$ cat src/rtl/hazard_mon_pkg.sv
`default_nettype none
// ============================================================================
// Module : hazard_mon_pkg
// Brief  : Shared FSM encoding and constants for the static-hazard monitor.
// Rev    : 1.0
// ============================================================================
package hazard_mon_pkg;

  typedef enum logic [2:0] {
    IDLE    = 3'd0,
    ARM     = 3'd1,
    STEADY  = 3'd2,
    DEVIATE = 3'd3,
    FAULT   = 3'd4
  } state_t;

  // All-ones saturation limit; users truncate it to their counter width (<= 32).
  localparam int unsigned CNT_MAX = 32'hFFFF_FFFF;

  localparam logic HZ_STATIC1 = 1'b1;
  localparam logic HZ_STATIC0 = 1'b0;

endpackage
`default_nettype wire

$ cat src/rtl/hazard_monitor_sync_nff.sv
`default_nettype none
// ============================================================================
// Module : sync_nff
// Brief  : STAGES-deep flop chain bringing an asynchronous bit into clk.
// Rev    : 1.0
// ============================================================================
module sync_nff #(
  parameter int STAGES = 2
) (
  input  logic clk,
  input  logic rst_n,
  input  logic i_d,
  output logic o_q
);

  logic [STAGES-1:0] r_q;

  always_ff @(posedge clk or negedge rst_n) begin
    if (!rst_n) begin
      r_q <= '0;
    end else begin
      r_q <= {r_q[STAGES-2:0], i_d};
    end
  end

  assign o_q = r_q[STAGES-1];

endmodule
`default_nettype wire

$ cat src/rtl/hazard_monitor.sv
`default_nettype none
// ============================================================================
// Module : hazard_monitor
// Brief  : Oversamples a nominally steady signal, classifying glitches/faults.
// Rev    : 1.0
// ============================================================================
module hazard_monitor #(
  parameter int SYNC_STAGES = 2,
  parameter int MAX_GLITCH  = 4,
  parameter int CNT_W       = 8,
  parameter int WIDTH_W     = 4
) (
  input  logic               clk,
  input  logic               rst_n,
  input  logic               en,
  input  logic               exp_level,
  input  logic               clr,
  input  logic               sig_in,
  output logic               glitch_pulse,
  output logic [CNT_W-1:0]   glitch_cnt,
  output logic [WIDTH_W-1:0] last_width,
  output logic               hz_type,
  output logic               fault
);

  import hazard_mon_pkg::*;

  localparam logic [CNT_W-1:0]   c_CNT_MAX    = CNT_W'(CNT_MAX);
  localparam logic [WIDTH_W-1:0] c_MAX_GLITCH = WIDTH_W'(MAX_GLITCH);

  logic w_s;
  logic w_dev;
  logic w_exp_chg;

  state_t             r_state;
  logic [WIDTH_W-1:0] r_wcnt;
  logic               r_exp_prev;
  logic               r_pulse;
  logic [CNT_W-1:0]   r_cnt;
  logic [WIDTH_W-1:0] r_width;
  logic               r_hz;
  logic               r_fault;

  sync_nff #(
    .STAGES (SYNC_STAGES)
  ) u_sync (
    .clk   (clk),
    .rst_n (rst_n),
    .i_d   (sig_in),
    .o_q   (w_s)
  );

  assign w_dev     = (w_s != exp_level);
  assign w_exp_chg = (exp_level != r_exp_prev);

  // Priority: clr, then disable, then expected-level change, then normal FSM.
  always_ff @(posedge clk or negedge rst_n) begin
    if (!rst_n) begin
      r_state    <= IDLE;
      r_wcnt     <= '0;
      r_exp_prev <= 1'b0;
      r_pulse    <= 1'b0;
      r_cnt      <= '0;
      r_width    <= '0;
      r_hz       <= 1'b0;
      r_fault    <= 1'b0;
    end else begin
      r_pulse    <= 1'b0;
      r_exp_prev <= exp_level;
      if (clr) begin
        r_cnt   <= '0;
        r_width <= '0;
        r_hz    <= 1'b0;
        r_fault <= 1'b0;
        r_wcnt  <= '0;
        r_state <= en ? ARM : IDLE;
      end else if (!en) begin
        r_wcnt  <= '0;
        r_state <= IDLE;
      end else if (w_exp_chg && (r_state != FAULT)) begin
        r_wcnt  <= '0;
        r_state <= ARM;
      end else begin
        case (r_state)
          IDLE: r_state <= ARM;
          ARM: begin
            if (!w_dev) r_state <= STEADY;
          end
          STEADY: begin
            if (w_dev) begin
              r_wcnt  <= WIDTH_W'(1);
              r_state <= DEVIATE;
            end
          end
          DEVIATE: begin
            if (!w_dev) begin
              r_pulse <= 1'b1;
              if (r_cnt != c_CNT_MAX) r_cnt <= r_cnt + 1'b1;
              r_width <= r_wcnt;
              r_hz    <= exp_level ? HZ_STATIC1 : HZ_STATIC0;
              r_wcnt  <= '0;
              r_state <= STEADY;
            end else if (r_wcnt == c_MAX_GLITCH) begin
              r_fault <= 1'b1;
              r_wcnt  <= '0;
              r_state <= FAULT;
            end else begin
              r_wcnt <= r_wcnt + 1'b1;
            end
          end
          FAULT:   r_state <= FAULT;
          default: r_state <= IDLE;
        endcase
      end
    end
  end

  assign glitch_pulse = r_pulse;
  assign glitch_cnt   = r_cnt;
  assign last_width   = r_width;
  assign hz_type      = r_hz;
  assign fault        = r_fault;

endmodule
`default_nettype wire
$ cat config.mk
export PLATFORM = sky130hd
export DESIGN_NAME = hazard_monitor
export DESIGN_NICKNAME = d
export VERILOG_FILES = /design/src/rtl/hazard_mon_pkg.sv /design/src/rtl/hazard_monitor_sync_nff.sv /design/src/rtl/hazard_monitor.sv
export SDC_FILE = /design/constraint.sdc
export NUM_CORES = 1
export LEC_CHECK = 0
export BUFFER_PORTS_ARGS = -buffer_cell sky130_fd_sc_hd__buf_2
export CAP_MARGIN = 20
export CORE_MARGIN = 1
export CORE_UTILIZATION = 48
export CTS_CLUSTER_SIZE = 16
export DETAILED_ROUTE_END_ITERATION = 16
export GPL_TIMING_DRIVEN = 1
export PLACE_DENSITY = 0.69
export SKIP_CTS_REPAIR_TIMING = 1
export SLEW_MARGIN = 0
export SYNTH_ARGS = -nofsm -noshare
export SYNTH_HDL_FRONTEND = slang
export SYNTH_HIERARCHICAL = 1
export SYNTH_SLANG_ARGS = --single-unit
$ cat constraint.sdc
create_clock -name clk -period 3.51 [get_ports clk]
set_input_delay 0.351 -clock clk [delete_from_list [all_inputs] [get_ports clk]]
set_output_delay 0.351 -clock clk [all_outputs]
set_load 0.03 [all_outputs]
==> impl_metrics.toml <==
[status]
status = "finished with violations"
violations = "hold timing"

[power_and_ir_drop]
netSwitchingFraction = 0.245
internal-power_mw = 0.343
p_sw_mw = 0.111
peakVddDrop_uv = 305
p_comb_frac = 0.064
p_per_area_nw_per_um2 = 316
power.share.clock = 0.286
fin_total_pwr_mw = 0.454
seqPwrFrac = 0.649
p_leak_nw = 0.700

[final_layout]
final_util = 0.565
seqCellArea_um2 = 626
fin_area_um2 = 1440
syn2layout_area_growth_pct = 8.49
n_antenna_cell = 0
fillers = 244
multi_input_area_um2 = 629
drive_gt1_frac = 0.197
nNetsFinal = 157
fin_cells = 177

[placement]
gp_congestion = 0.907
dp_slack_ns = 1.76
dp_cells = 173
io_buffers = 20
place_area_um2 = 1410
hpwlAfterDp_um = 1850

[clock_tree]
clkLatencyLatePin_ns = 0.32
cts_buffers = 3
cts-htree-levels = 1
clk_pin_slew_ns = 0.14
cts_tree = "done"
root_buffer = "clkbuf_4"
clock_tree.buffer_depth = 2
cts_sinks = 25

[setup_path]
reg2reg_slack_ns = 1.72
worstSetupPathType = "reg2reg"
path_cells = "and4b_1 -> o21ai_4 -> a31oi_1 -> mux2_1"
crit_fanout = 9
endpoint_kind = "flop"
crit_start = "r_state[0]$_DFFE_PN0P_"
required_ns = 3.73
cpPeakStageDelay_ns = 0.51
start_kind = "flop"
r2r_start = "r_state[0]$_DFFE_PN0P_"
critPathSlowestCell = "dfrtp_1"
critPathArrivalTime_ns = 2.01

[logic_synthesis]
muxShareOfSynthArea = 0.0623
synth_fa_ha_area_frac = 0.0283
synth_cell_types = 42
async_reset_ff_frac = 1.00
syn_area_um2 = 1330
ys_seq_area_frac = 0.472
synthFlopType = "dfrtp_1"
syn_avg_cell_area_um2 = 10.3
synth_enable_flop_cells = 0
yosys_warnings = 6
synth_top_family_by_area = "simple AND/OR/NAND/NOR gates"
synthCells = 129
synth_compound_gate_area_share = 0.141
synthSimpleGateAreaFrac = 0.224
ys_ff_latch = 25
syn_nets = 138
synth-xor-area-share = 0.0198

[hold_path]
hold_path.class = "in2async"

[timing]
max_freq_ghz = 0.560
finalHoldViolations = 21
clock_skew_ns = 0.00448
period_share = 0.509
finalMaxSlewViolations = 0
setup_tns_ns = 0
hold_ws_ns = -0.0133
rsz0062_at_grt = "false"
setup_viol = 0
worst_slack_ns = 1.72
max-slew-margin-rel = 0.640
period_needed_ns = 1.79
tightest_slew_ns = 0.541

[floorplanning]
core.rowCount = 18
initial_core_util = 0.521
die-height_um = 54.6
core_um2 = 2540
die_x_um = 54.6
die_area_um2 = 2980
ios = 21

[routing]
dr.pass1.iters = 4
wl_per_cell_um = 14.4
drtIter0Drc = 21
viasPerCell = 5.68
drc = 0
wl_um = 2550
drtAntennaViolNets = 0
via_count = 1005

[global_route]
grt_pass1_wl_um = 4210
overflow = 0
globalRouteTotalUtil = 0.204
grt_pass1_vias = 895
grt_max_degree = 26
grt_antenna_before_repair = 0

[flow_run]
maxCapViolCount = 0
[flip-flops by register name (all words and copies together) (netlist names)]
name	cells
hz_type	1
u_sync/r_q	2
glitch_pulse	1
r_state	3
fault	1
last_width	4
r_wcnt	4
r_exp_prev	1
glitch_cnt	8
[layer usage]
layer | GRT usage | wire, um
met5 | 0 | 0
met4 | 0.0769 | 36
met3 | 0.0361 | 116
met2 | 0.307 | 1150
met1 | 0.291 | 1250
[power groups by stage]
stage / registers [mW] / clock network (mW) / logic (mW)
after floorplan: 0.299 / 0 / 0.0221
after global placement: 0.300 / 0 / 0.0292
after detailed placement: 0.300 / 0 / 0.0296
after CTS: 0.295 / 0.134 / 0.0297
after global routing: 0.296 / 0.144 / 0.0334
final: 0.295 / 0.130 / 0.0291
[cells in the mapped netlist (3+ instances only)]
cell | instances | area, um2
ha_1 | 3 | 37.5
nand3_1 | 3 | 15.0
a31oi_1 | 3 | 18.8
nor2b_1 | 3 | 18.8
a21oi_1 | 4 | 20.0
nor3_1 | 3 | 15.0
inv_1 | 5 | 18.8
nand2_1 | 6 | 22.5
dfrtp_1 | 25 | 626
nor2_1 | 19 | 71.3
buf_6 | 3 | 33.8
mux2i_1 | 6 | 60.1
a211oi_1 | 5 | 37.5
nand2b_1 | 3 | 18.8
o21ai_0 | 3 | 15.0
[final timing paths]
path | to | cells after the start
worst max-delay path | glitch_cnt[0]$_DFFE_PN0P_ | 4
worst min-delay path | fault$_DFFE_PN0P_ | 1
worst max register to register | glitch_cnt[0]$_DFFE_PN0P_ | 4
worst min register to register | u_sync/r_q[1]$_DFF_PN0_ | 0
max in group asynchronous | glitch_cnt[4]$_DFFE_PN0P_ | 1
min in group clk | u_sync/r_q[0]$_DFF_PN0_ | 1
[cell usage in the layout (no fill, tap or decap), drive strengths merged, types with 4 or more instances in the layout]
master | netlist | final
nor3 | 4 | 4
inv | 5 | 5
dfrtp | 25 | 25
o21ai | 4 | 4
nand2 | 6 | 6
mux2i | 6 | 6
a211oi | 5 | 5
buf | 5 | 20
nor2 | 19 | 19
a21oi | 4 | 4
[area by class of cell]
cell class                 instances  share of cell area
multi-input combinational         93               0.437
sequential                        25               0.435
timing repair buffer              20              0.0696
tap                               30              0.0261
clock buffer                       3              0.0157
inverter                           5              0.0130
clock inverter                     1             0.00348
[critical path, delay by kind of cell, from the launching register on]
family / cells / cell delay, ns
AOI/OAI and AO/OA: 2 / 0.45
DFF: 1 / 0.51
muxes: 1 / 0.35
and+or+nand+nor: 1 / 0.37
[cell families (layout without fill, tap and decap cells)]
kind of cell / count (synthesis) / in the layout
compound gates: 26 / 26
xor+xnor: 3 / 3
fa+ha+maj: 3 / 3
buf+inv: 11 / 29
flops: 25 / 25
mux: 8 / 8
simple gates: 53 / 53
Note: power is estimated with default switching activity, not from simulation.
